### config.mk
export PLATFORM = sky130hd
export DESIGN_NAME = shift_xfer_ctrl
export DESIGN_NICKNAME = d
export VERILOG_FILES = /design/src/rtl/shift_pkg.sv /design/src/rtl/shift_xfer_ctrl.sv
export SDC_FILE = /design/constraint.sdc
export NUM_CORES = 1
export LEC_CHECK = 0
export ABC_CLOCK_PERIOD_IN_PS = 2200
export CAP_MARGIN = 15
export CORE_UTILIZATION = 43
export DETAILED_ROUTE_END_ITERATION = 7
export PLACE_DENSITY = 0.82
export REMOVE_ABC_BUFFERS = 1
export SKIP_CTS_REPAIR_TIMING = 1
export SYNTH_ARGS = -nofsm -noshare
export SYNTH_HDL_FRONTEND = slang
export SYNTH_SLANG_ARGS = --single-unit
### constraint.sdc
create_clock -name i_clk -period 2.2 [get_ports i_clk]
set_input_delay 0.22 -clock i_clk [delete_from_list [all_inputs] [get_ports i_clk]]
set_output_delay 0.22 -clock i_clk [all_outputs]
set_load 0.005 [all_outputs]
### src/rtl/shift_pkg.sv
// Shared types and helpers for the shift transfer controller.
// Holds the sequencer state encoding and bit-count normalisation.
package shift_pkg;

  typedef enum logic [2:0] {
    IDLE  = 3'd0,
    LOAD  = 3'd1,
    SHIFT = 3'd2,
    CAPT  = 3'd3,
    RESP  = 3'd4
  } state_e;

  // A zero or oversized request means "shift the whole word".
  function automatic int unsigned norm_len(
    input int unsigned len,
    input int unsigned bits
  );
    return (len == 32'd0 || len > bits) ? bits : len;
  endfunction

endpackage

### src/rtl/shift_xfer_ctrl.sv
// Sequencer for a parallel/serial shift register: load, shift N
// bits, capture the received word and hand it back.
module shift_xfer_ctrl
  import shift_pkg::*;
#(
  parameter  int BIT = 8,
  localparam int CW  = $clog2(BIT + 1)
) (
  input  logic           i_clk,
  input  logic           i_rstn,
  input  logic           i_req_valid,
  output logic           o_req_ready,
  input  logic [BIT-1:0] i_req_data,
  input  logic [CW-1:0]  i_req_len,
  output logic           o_rsp_valid,
  input  logic           i_rsp_ready,
  output logic [BIT-1:0] o_rsp_data,
  input  logic           i_abort,
  output logic           o_busy,
  output logic           o_sr_load,
  output logic           o_sr_shift_en,
  output logic [BIT-1:0] o_sr_data,
  input  logic [BIT-1:0] i_sr_parallel
);

  state_e         state_q, state_d;
  logic [CW-1:0]  cnt_q, cnt_d;
  logic [BIT-1:0] sr_data_q, sr_data_d;
  logic [BIT-1:0] rsp_q, rsp_d;
  logic           accept;
  logic           abort_ok;

  assign accept   = (state_q == IDLE) && i_req_valid;
  assign abort_ok = i_abort &&
                    (state_q inside {LOAD, SHIFT, CAPT});

  always_ff @(posedge i_clk or negedge i_rstn) begin
    if (!i_rstn) begin
      state_q <= IDLE;
    end else begin
      state_q <= state_d;
    end
  end

  always_comb begin
    state_d = state_q;
    unique case (state_q)
      IDLE:  if (i_req_valid) state_d = LOAD;
      LOAD:  state_d = SHIFT;
      SHIFT: if (cnt_q == CW'(1)) state_d = CAPT;
      CAPT:  state_d = RESP;
      RESP:  if (i_rsp_ready) state_d = IDLE;
      default: state_d = IDLE;
    endcase
    if (abort_ok) state_d = IDLE;
  end

  always_comb begin
    cnt_d     = cnt_q;
    sr_data_d = sr_data_q;
    rsp_d     = rsp_q;
    if (accept) begin
      sr_data_d = i_req_data;
      cnt_d     = CW'(norm_len(32'(i_req_len), BIT));
    end
    if (state_q == SHIFT) cnt_d = cnt_q - CW'(1);
    // An abort in CAPT must leave the last good response intact.
    if (state_q == CAPT && !i_abort) rsp_d = i_sr_parallel;
  end

  always_ff @(posedge i_clk or negedge i_rstn) begin
    if (!i_rstn) begin
      cnt_q     <= '0;
      sr_data_q <= '0;
      rsp_q     <= '0;
    end else begin
      cnt_q     <= cnt_d;
      sr_data_q <= sr_data_d;
      rsp_q     <= rsp_d;
    end
  end

  always_comb begin
    o_req_ready   = 1'b0;
    o_sr_load     = 1'b0;
    o_sr_shift_en = 1'b0;
    o_rsp_valid   = 1'b0;
    o_busy        = 1'b1;
    unique case (state_q)
      IDLE: begin
        o_req_ready = 1'b1;
        o_busy      = 1'b0;
      end
      LOAD:  o_sr_load     = 1'b1;
      SHIFT: o_sr_shift_en = 1'b1;
      CAPT:  ;
      RESP:  o_rsp_valid   = 1'b1;
      default: ;
    endcase
  end

  assign o_sr_data  = sr_data_q;
  assign o_rsp_data = rsp_q;

endmodule

==> impl_metrics.tcl <==
set metrics [dict create \
    outcome "complete, no violations" \
    ys_ff_latch 23 \
    grt_setup_unrepaired "false" \
    synthArstFlopShare_pct 100 \
    critical_path_arrival_ns 1.85 \
    synth_top_family_by_area "simple AND/OR/NAND/NOR gates" \
    crit_type "flop to primary output" \
    numCtsBuffers 3 \
    min_period_ns 2.07 \
    slew_violations 0 \
    cp_data_required_time_ns 1.98 \
    antenna_cells 0 \
    cts.path.max_buffers 2 \
    grtUsageTotal_pct 19.2 \
    peakVddDrop_mv 0.681 \
    grt_max_degree 24 \
    synth_top_cell_area_share_pct 56.2 \
    antenna_left 0 \
    htree_levels 1 \
    core_area_um2 2230 \
    grt_pass1_vias 845 \
    end_kind "primary output" \
    cp_max_fo 8 \
    drt_first_pass_iters 4 \
    critical_path.startpoint_type "flop" \
    clk_pin_slew_worst_paths_ns 0.13 \
    drt_iter0_drc 10 \
    place_area_um2 1510 \
    muxShareOfSynthArea_pct 9.77 \
    route.detailed.drc 0 \
    finish.utilization_pct 69.4 \
    final.fill_count 187 \
    setup_ws_ns 0.134 \
    drive_gt1_share_pct 16.1 \
    tritoncts "done" \
    max_stage_delay_ns 0.48 \
    num_rows 17 \
    power_mw 1.58 \
    worst_slew_pin_slew_ns 0.627 \
    via_count 846 \
    max_slew_margin_pct 58.1 \
    crit_path_top_delay_cell "clkdlybuf4s50_1" \
    syn_inst 95 \
    synth_simple_gate_area_share_pct 22.3 \
    syn_area_per_cell_um2 10.8 \
    holdCritPathClass "input pin to asynchronous set/reset pin" \
    holdWs_ns 0.229 \
    worstPathCellList "buf_4, or3_1, inv_1, clkdlybuf4s50_1" \
    ys_seq_area_share_pct 56.2 \
    layout_commonest_cell "clkdlybuf4s50_1" \
    die_y_um 50.8 \
    gp_congestion 0.895 \
    cts.sinks 23 \
    max_cap_viol_count 0 \
    cp_num_buf_inv 3 \
    start_util_pct 45.9 \
    multiInputGateArea_um2 413 \
    yosys.area.top_type "dfrtp_1" \
    fin_nets 171 \
    synth-compound-area-share_pct 4.88 \
    final_cell_mix "clkdlybuf4s50_1, nand2_1, dfrtp_1, mux2_2, nand3_1" \
    dp.cells 166 \
    p_leak_nw 0.703 \
    tns_ns 0 \
    synth_xor_area_share_pct 0 \
    grt.overflow.total 0 \
    wl_per_cell_um 13.1 \
    seq_area_um2 579 \
    stdcell_count 171 \
    skew_ns 0.0137 \
    syn_to_final_growth_pct 51.3 \
    clock-root-buffer "clkbuf_4" \
    hpwl_um 1720 \
    fmax_ghz 0.484 \
    synth_fa_ha_area_share_pct 2.44 \
    die_x_um 50.8 \
    grt_pass1_wl_um 3640 \
    setup_viol 0 \
    synth_ff_type "dfrtp_1" \
    synth-warning-count 0 \
    fin_area_um2 1550 \
    antenna_found_initial 0 \
    synth_area_leaders "dfrtp_1, mux2_2, nand2_1" \
    pre_cts_slack_ns 0.337 \
    syn_area_um2 1020 \
    synth_cell_types 26 \
    portBuffers 45 \
    wirelength_um 2240 \
    period_share_pct 93.9 \
    power_density_nw_per_um2 1020 \
    insertion_delay_ns 0.32 \
    ios 46 \
    hold_viol 0 \
    synth_enable_flop_cells 0 \
    drt-vias-per-instance 4.95 \
    die-area_um2 2580 \
    path_delay_family "buffers and inverters" \
    worst-r2r-setup-slack_ns 0.41 \
]
[state kept, by name (all words and copies together) (netlist names)]
name	count
o_sr_data	8
state_q	3
cnt_q	4
o_rsp_data	8
[synth_stat cells, drive strengths merged, types with 2 or more instances]
cell / n
nand2: 24
inv: 6
nor3: 2
or4b: 2
nor2: 2
nand3: 6
nor3b: 2
mux2: 8
dfrtp: 23
buf: 4
nor4b: 2
ha: 2
[cells by family after synthesis]
| family | count (synthesis) |
|---|---|
| compound gates | 7 |
| fa+ha+maj | 2 |
| buf+inv | 10 |
| mux | 9 |
| simple gates | 44 |
| flops | 23 |
[worst paths after layout]
path / start / endpoint / cells after the start
worst min-delay path: i_rstn / o_sr_data[1] / 2
min in group i_clk: i_req_data[1] / o_sr_data[1] / 3
max in group asynchronous: i_rstn / state_q[2] / 2
worst max register to register: state_q[2] / cnt_q[3] / 4
worst max-delay path: state_q[2] / o_req_ready / 4
worst min register to register: o_sr_data[7] / o_sr_data[7] / 2
[power by group]
group | internal, mW | total [mW] | switching [mW]
sequential | 0.593 | 0.716 | 0.123
clock | 0.0680 | 0.196 | 0.128
combinational | 0.436 | 0.671 | 0.236
total | 1.10 | 1.58 | 0.487
[layout make-up]
| class | count | area share [%] |
|---|---|---|
| multi-input cells | 62 | 26.6 |
| flip-flops and latches | 23 | 37.4 |
| inverters | 6 | 1.45 |
| repair buffers | 48 | 30.5 |
| well taps | 28 | 2.26 |
| clock inverters | 1 | 0.323 |
| clock buffers | 3 | 1.45 |
[routing by layer]
layer / vias up / wire, µm / GRT usage, %
met2: 25 / 1090 / 32.2
met3: 2 / 123 / 5.65
li1: 419 / - / -
met5: - / 0 / 0
met1: 400 / 1010 / 23.4
met4: 0 / 15 / 6.94
Note: power is estimated with default switching activity, not from simulation.
